## config.mk

```make
export PLATFORM = sky130hd
export DESIGN_NAME = alu_exec_unit
export DESIGN_NICKNAME = d
export VERILOG_FILES = /design/src/rtl/alu_pkg.sv /design/src/rtl/alu_seq_mul.sv /design/src/rtl/alu_exec_unit.sv
export SDC_FILE = /design/constraint.sdc
export NUM_CORES = 1
export LEC_CHECK = 0
export ABC_AREA = 0
export BUFFER_PORTS_ARGS = -buffer_cell sky130_fd_sc_hd__buf_2
export CAP_MARGIN = 20
export CORE_MARGIN = 4
export CORE_UTILIZATION = 56
export CTS_CLUSTER_DIAMETER = 200
export DETAILED_ROUTE_END_ITERATION = 12
export PLACE_DENSITY = 0.91
export SLEW_MARGIN = 10
export SYNTH_ARGS = -nofsm -noshare
export SYNTH_HDL_FRONTEND = slang
export SYNTH_SLANG_ARGS = --single-unit
```

## constraint.sdc

```tcl
create_clock -name clk -period 3.7 [get_ports clk]
set_clock_uncertainty 0.15 [all_clocks]
set_input_delay 0.74 -clock clk [delete_from_list [all_inputs] [get_ports clk]]
set_output_delay 0.74 -clock clk [all_outputs]
set_load 0.02 [all_outputs]
```

## src/rtl/alu_pkg.sv

```systemverilog
// Shared ALU definitions: control codes driven by the ALU control decoder
// and the execution-unit state encoding.
package alu_pkg;

    localparam logic [2:0] ALU_ADD = 3'b010;
    localparam logic [2:0] ALU_SUB = 3'b100;
    localparam logic [2:0] ALU_AND = 3'b110;
    localparam logic [2:0] ALU_SLT = 3'b101;
    localparam logic [2:0] ALU_MUL = 3'b011;

    typedef enum logic [1:0] {
        IDLE = 2'b00,
        BUSY = 2'b01,
        DONE = 2'b10
    } alu_state_t;

endpackage

```

## src/rtl/alu_seq_mul.sv

```systemverilog
// Iterative shift-add multiplier: one partial product per cycle, low WIDTH
// bits of a*b available on the cycle done is high.
module alu_seq_mul #(
    parameter int WIDTH = 32
) (
    input  logic             clk,
    input  logic             rst_n,
    input  logic             start,
    input  logic [WIDTH-1:0] a,
    input  logic [WIDTH-1:0] b,
    output logic [WIDTH-1:0] product,
    output logic             done
);

    localparam int CW = $clog2(WIDTH) + 1;

    logic [WIDTH-1:0] acc;
    logic [WIDTH-1:0] mcand;
    logic [WIDTH-1:0] mplier;
    logic [WIDTH-1:0] addend;
    logic [CW-1:0]    count;
    logic             active;

    // product already includes the current step, so the final sum is
    // visible during the last BUSY cycle rather than one cycle later
    assign addend  = mplier[0] ? mcand : '0;
    assign product = acc + addend;
    assign done    = active && (count == CW'(WIDTH - 1));

    always_ff @(posedge clk or negedge rst_n) begin
        if (!rst_n) begin
            acc    <= '0;
            mcand  <= '0;
            mplier <= '0;
            count  <= '0;
            active <= 1'b0;
        end else if (start) begin
            acc    <= '0;
            mcand  <= a;
            mplier <= b;
            count  <= '0;
            active <= 1'b1;
        end else if (active) begin
            acc    <= product;
            mcand  <= mcand << 1;
            mplier <= mplier >> 1;
            if (done) begin
                active <= 1'b0;
                count  <= '0;
            end else begin
                count <= count + 1'b1;
            end
        end
    end

endmodule

```

## src/rtl/alu_exec_unit.sv

```systemverilog
// Execution-stage ALU with valid/ready on operands and results; single-cycle
// add/sub/and/slt plus an iterative multiply.
module alu_exec_unit #(
    parameter int WIDTH = 32
) (
    input  logic             clk,
    input  logic             rst_n,
    input  logic             in_valid,
    output logic             in_ready,
    input  logic [2:0]       alu_control,
    input  logic [WIDTH-1:0] src_a,
    input  logic [WIDTH-1:0] src_b,
    output logic             res_valid,
    input  logic             res_ready,
    output logic [WIDTH-1:0] result,
    output logic             zero
);

    import alu_pkg::*;

    alu_state_t       state;
    alu_state_t       next_state;
    logic             accept;
    logic             is_mul;
    logic             mul_done;
    logic [WIDTH-1:0] mul_product;
    logic [WIDTH-1:0] simple_value;
    logic [WIDTH-1:0] result_q;
    logic             zero_q;

    assign in_ready  = (state == IDLE);
    assign res_valid = (state == DONE);
    assign accept    = in_valid && in_ready;
    assign is_mul    = (alu_control == ALU_MUL);
    assign result    = result_q;
    assign zero      = zero_q;

    alu_seq_mul #(.WIDTH(WIDTH)) u_mul (
        .clk     (clk),
        .rst_n   (rst_n),
        .start   (accept && is_mul),
        .a       (src_a),
        .b       (src_b),
        .product (mul_product),
        .done    (mul_done)
    );

    // Unrecognised codes fall through to add
    always_comb begin
        simple_value = src_a + src_b;
        case (alu_control)
            ALU_SUB: simple_value = src_a - src_b;
            ALU_AND: simple_value = src_a & src_b;
            ALU_SLT: simple_value = {{(WIDTH-1){1'b0}}, ($signed(src_a) < $signed(src_b))};
            default: simple_value = src_a + src_b;
        endcase
    end

    always_comb begin
        next_state = state;
        case (state)
            IDLE: if (accept) next_state = is_mul ? BUSY : DONE;
            BUSY: if (mul_done) next_state = DONE;
            DONE: if (res_ready) next_state = IDLE;
            default: next_state = IDLE;
        endcase
    end

    always_ff @(posedge clk or negedge rst_n) begin
        if (!rst_n) begin
            state <= IDLE;
        end else begin
            state <= next_state;
        end
    end

    // Result register only moves when an operation completes, so it holds
    // steady throughout DONE regardless of input activity
    always_ff @(posedge clk or negedge rst_n) begin
        if (!rst_n) begin
            result_q <= '0;
            zero_q   <= 1'b1;
        end else if (accept && !is_mul) begin
            result_q <= simple_value;
            zero_q   <= (simple_value == '0);
        end else if (state == BUSY && mul_done) begin
            result_q <= mul_product;
            zero_q   <= (mul_product == '0);
        end
    end

endmodule

```

==> results of run 1 <==
[routing by layer]
metal,global-route usage,overflow
met5,0.4722,0
met2,0.8587,6
met1,0.7217,1
met4,0.6934,2
met3,0.6844,1
[cells in the mapped netlist (all sizes together), types with 5 or more instances]
master    n  area share
nor4     13      0.0066
nor2    123       0.037
inv      83       0.025
xor2     15       0.011
a21oi   123       0.050
o31ai    14      0.0096
and3     11      0.0059
dfrtp   137        0.28
a31oi    15      0.0076
a21boi    7      0.0042
mux2i    87       0.070
or3       9      0.0046
a22oi    19       0.011
clkbuf   68       0.021
o21a     13      0.0079
nand3    21      0.0085
o41ai     5      0.0047
a221oi   13       0.010
o21ai   142       0.057
o221ai    9      0.0063
and2     39       0.020
o22ai     7      0.0035
a221o    18       0.015
a211oi   27       0.017
ha       96       0.097
or2       6      0.0030
a21o     25       0.015
xnor2    34       0.024
nor2b     9      0.0045
nand4    17      0.0086
nor3     30       0.013
o31a      6      0.0042
o211ai   14      0.0085
buf      23      0.0093
nand2   159       0.048
o21bai   13      0.0079
nand2b   16      0.0081
o311ai    5      0.0035
[cells by family after synthesis]
group / count (synthesis) / share of synthesized area
multiplexers: 89 / 0.07196
flip-flops: 138 / 0.2783
buffers and inverters: 174 / 0.05533
AND/OR/NAND/NOR: 472 / 0.1805
XOR/XNOR: 49 / 0.03457
adder cells (fa/ha/maj): 99 / 0.1016
AO/OA/AOI/OAI: 520 / 0.2778
[per-stage QoR]
| step | utilization | cells | cell area (sq um) | hold slack (ns) |
|---|---|---|---|---|
| 2_1_floorplan | - | 1541 | 12500 | 0.2944 |
| 4_1_cts | 0.7520 | 2211 | 16410 | 0.2064 |
| 3_3_place_gp | 0.7128 | 2171 | 15560 | 0.3116 |
| 3_5_place_dp | 0.7128 | 2171 | 15560 | 0.3373 |
[repair_timing]
action                     in CTS
buffers inserted                8
resized for setup              46
pin swaps                      23
hold endpoints to repair        0
hold buffers                    0
setup endpoints to repair      11
==> metrics.yaml, run 1 <==
cts.path.max_buffers: 2
start_util: 0.5689
ys_ff_latch: 138
numCtsBuffers: 17
first-error: "[ERROR GRT-0232] Routing congestion too high. Check the congestion heatmap in the GUI."
synth_cell_type_count: 88
dp_hpwl_um: 35550
grt_repair_worst_endpoint: "zero$_DFFE_PN1P_/D"
yosysWarnings: 0
ys_seq_area_frac: 0.2783
cts_sinks: 138
die_w_um: 156.9
synth_area_sq_um: 12410
preCtsSetupSlack_ns: -0.8933
antenna_found_initial: 9
grt_overflow: 10
track_usage: 0.7415
h-tree-depth: 4
gp_congestion: 1.156
synth_edf_count: 0
synth_cells: 1541
status: "aborted with a tool error"
ys_async_sr_fraction: 1.000
grt_start_max_net_pins: 88
clockRootBuffer: "clkbuf_16"
io_buffers: 105
avgSynthCellArea_sq_um: 8.056
io_pins: 106
die_y_um: 156.9
synth_top_flop_cell: "dfrtp_1"
endpoint_type: "sequential cell input"
num_rows: 54
stop_stage: "5_1_grt"
synth_nets: 1711
==> inputs of run 2 (changes only) <==
--- a/config.mk
+++ b/config.mk
@@ -9,10 +9,9 @@
 export BUFFER_PORTS_ARGS = -buffer_cell sky130_fd_sc_hd__buf_2
 export CAP_MARGIN = 20
 export CORE_MARGIN = 4
-export CORE_UTILIZATION = 56
-export CTS_CLUSTER_DIAMETER = 200
+export CORE_UTILIZATION = 40
 export DETAILED_ROUTE_END_ITERATION = 12
-export PLACE_DENSITY = 0.91
+export PLACE_DENSITY_LB_ADDON = 0.15
 export SLEW_MARGIN = 10
 export SYNTH_ARGS = -nofsm -noshare
 export SYNTH_HDL_FRONTEND = slang
==> constraint.sdc (replaced) <==
create_clock -name clk -period 4.8 [get_ports clk]
set_clock_uncertainty 0.15 [all_clocks]
set_input_delay 0.96 -clock clk [delete_from_list [all_inputs] [get_ports clk]]
set_output_delay 0.96 -clock clk [all_outputs]
set_load 0.02 [all_outputs]
==> run 2 against run 1 <==
Effect of this change: the run now ends clean; synthesized cell count stayed put; synthesized area stayed put.
==> metrics.yaml, run 2 <==
power_leakage_nw: 6.668
p_switching_mw: 3.435
final_max_slew_viol_count: 0
avgSynthCellArea_sq_um: 8.056  # unchanged
antenna_found_initial: 0
ff2ff_path_depth: 14
die_y_um: 184.2  # was 156.9 um
first_pass_iters: 5
fmax_mhz: 229.2
p_sw_frac: 0.4547
cp-start-kind: "input pin"
ctsHoldBuffers: 0  # unchanged
grt_start_max_net_pins: 102
vias_per_cell: 6.007
synth.top_cells.by_area: "dfrtp_1 (28%), ha_1 (9.7%), mux2i_1 (7.0%), o21ai_0 (5.5%), a21oi_1 (5.0%)"  # unchanged
routedWlPerCell_um: 21.19
status: "finished clean"  # was aborted with a tool error
synth_cells: 1541  # unchanged
p_clk_frac: 0.187
ys_async_sr_fraction: 1.000  # unchanged
tightest_slew_ns: 1.065
p_seq_frac: 0.272
synthTopCellsByCount: "nand2_1 (159), dfrtp_1 (137), o21ai_0 (137)"  # unchanged
nFillCells: 3104
num_rows: 64  # was 54
min_path_type: "reg2reg"
r2r-start: "u_mul.mplier[0]"
critical_path_class: "in2reg"
numCtsBuffers: 17  # unchanged
holdPathEnd: "result[23]"
yosysWarnings: 0  # unchanged
synth_cell_type_count: 88  # unchanged
io_buffers: 105  # unchanged
tns_ns: 0
ant_nets: 0
hold_viol_final: 0
grt_overflow: 0
gp_congestion: 0.9637  # was 1.156
grt_pass1_vias: 11740
synth_nets: 1711  # unchanged
die_w_um: 184.2  # was 156.9 um
drtIter0Drc: 1148
cts_tree: "yes"
multi_input_area_sq_um: 8280
drcViolationCount: 0
yosysTopAreaCell: "dfrtp_1"  # unchanged
p_int_mw: 4.119
setup_viol: 0
clockRootBuffer: "clkbuf_16"  # unchanged
yosysMostFrequentCell: "nand2_1"  # unchanged
dp_hpwl_um: 33530  # was 35550 um
synth_top_area_frac: 0.2762  # unchanged
io_pins: 106  # unchanged
wl_um: 43250
cts_sinks: 138  # unchanged
share_comb_of_total_power: 0.540
hold_start: "result[23]"
critPathCaptureType: "flop"
grt_pass1_wl_um: 67300
dr_total_vias: 12260
cts_setup_buffers: 0  # was 8
ir_drop_uv: 290.3
coreArea_sq_um: 30590
track_usage: 0.2529
nets: 1802
power.density_nw_per_um2: 534.5
cp.arrival_ns: 4.59
cts_resized: 0  # was 46
cts.path.max_buffers: 2  # unchanged
design.die.area_sq_um: 33920
drive_gt1_frac: 0.1380
cp_data_required_time_ns: 5.02
start_util: 0.4058  # was 0.5689
slew_headroom: 0.2894
fin_crit_sh: 0.9091
h-tree-depth: 4  # unchanged
seqCellArea_sq_um: 3458
synth_top_flop_cell: "dfrtp_1"  # unchanged
synth_area_sq_um: 12410  # unchanged
final_cell_mix: "nand2_1 (159), o21ai_0 (137), dfrtp_1 (136), a21oi_1 (123), nor2_1 (122)"
holdPathStages: 2
antenna_cells: 0
reg2reg_slack_ns: 0.55
max-cap-violations: 0
ys_ff_latch: 138  # unchanged
period_minus_slack_ns: 4.363
synth_edf_count: 0  # unchanged
final_common_cell: "nand2_1"
rr_endpoint: "zero"
power_mw: 7.554
ys_seq_area_frac: 0.2783  # unchanged
cp_max_fo: 9
area_delta_synth_final_pct: 13.85
clk_pin_slew_ns: 0.06
rsz0062_at_grt: "no"
clk_latency_ns: 0.45
==> run 2: cell counts after synthesis <==
No cell type changed its count.
==> run 2: worst max path at each step <==
| stage | startpoint | endpoint | slack [ns] |
|---|---|---|---|
| global placement | src_a[10] | zero | 0.07 |
| floorplan | src_b[8] | zero | 0.70 |
| CTS | src_b[7] | zero | 0.48 |
| detailed placement | src_b[10] | zero | 0.02 |
| global route | src_b[7] | zero | 0.16 |
| finish | src_b[7] | zero | 0.44 |
==> run 2: cell type report <==
class                           count  area share
Clock buffer                       19     0.03063
Clock inverter                     13     0.01204
Inverter                           83     0.02240
Multi-Input combinational cell   1229      0.5859
Sequential cell                   138      0.2447
Tap cell                          396     0.03506
Timing Repair Buffer              163     0.06932
==> run 2: kinds of logic (layout without fill, tap and decap cells) <==
kind of cell / after synthesis / in the layout / synth area share
buffers and inverters: 174 / 278 / 0.05533
multiplexers: 89 / 89 / 0.07196
AND/OR/NAND/NOR: 472 / 472 / 0.1805
AO/OA/AOI/OAI: 520 / 520 / 0.2778
XOR/XNOR: 49 / 49 / 0.03457
adder cells (fa/ha/maj): 99 / 99 / 0.1016
flip-flops: 138 / 138 / 0.2783
==> run 2: power by group through the flow <==
stage / logic (mW) / registers (mW) / clock network, mW
floorplan: 2.84 / 2.09 / 0
global placement: 4.02 / 2.06 / 0
detailed placement: 4.06 / 2.07 / 0
CTS: 4.07 / 2.06 / 1.44
global route: 4.55 / 2.12 / 1.48
finish: 4.08 / 2.06 / 1.41
==> run 2: per-layer routing <==
| layer | share of wire | GRT usage |
|---|---|---|
| met1 | 0.48 | 0.3779 |
| met2 | 0.43 | 0.3792 |
| met3 | 0.069 | 0.04717 |
| met4 | 0.017 | 0.05886 |
| met5 | 0 | 0 |
==> run 2: critical path, stage by stage <==
cell and delay, ns:
buf_2 0.10, inv_1 0.04, ha_1 0.39, or4_1 0.48
nand2b_1 0.17, a211oi_1 0.44, a211oi_2 0.12, xnor2_1 0.18
a221oi_2 0.34, o21ai_0 0.15, nor4_1 0.29, buf_4 0.16
nand4_1 0.10, or4_1 0.51, o21ai_1 0.16
==> run 2: through the flow <==
step	utilization	setup slack, ns	hold WS [ns]	area (sq um)	cells
global placement	0.4423	0.06716	0.3092	13530	2009
CTS	0.4620	0.4832	0.3638	14130	2041
floorplan	-	0.6976	0.3186	12410	1541
detailed placement	0.4423	0.02254	0.3540	13530	2009
finish	0.4620	0.4365	0.3584	14130	2041
global route	0.4620	0.1588	0.3858	14130	2041
(Power assumes the default switching activity.)
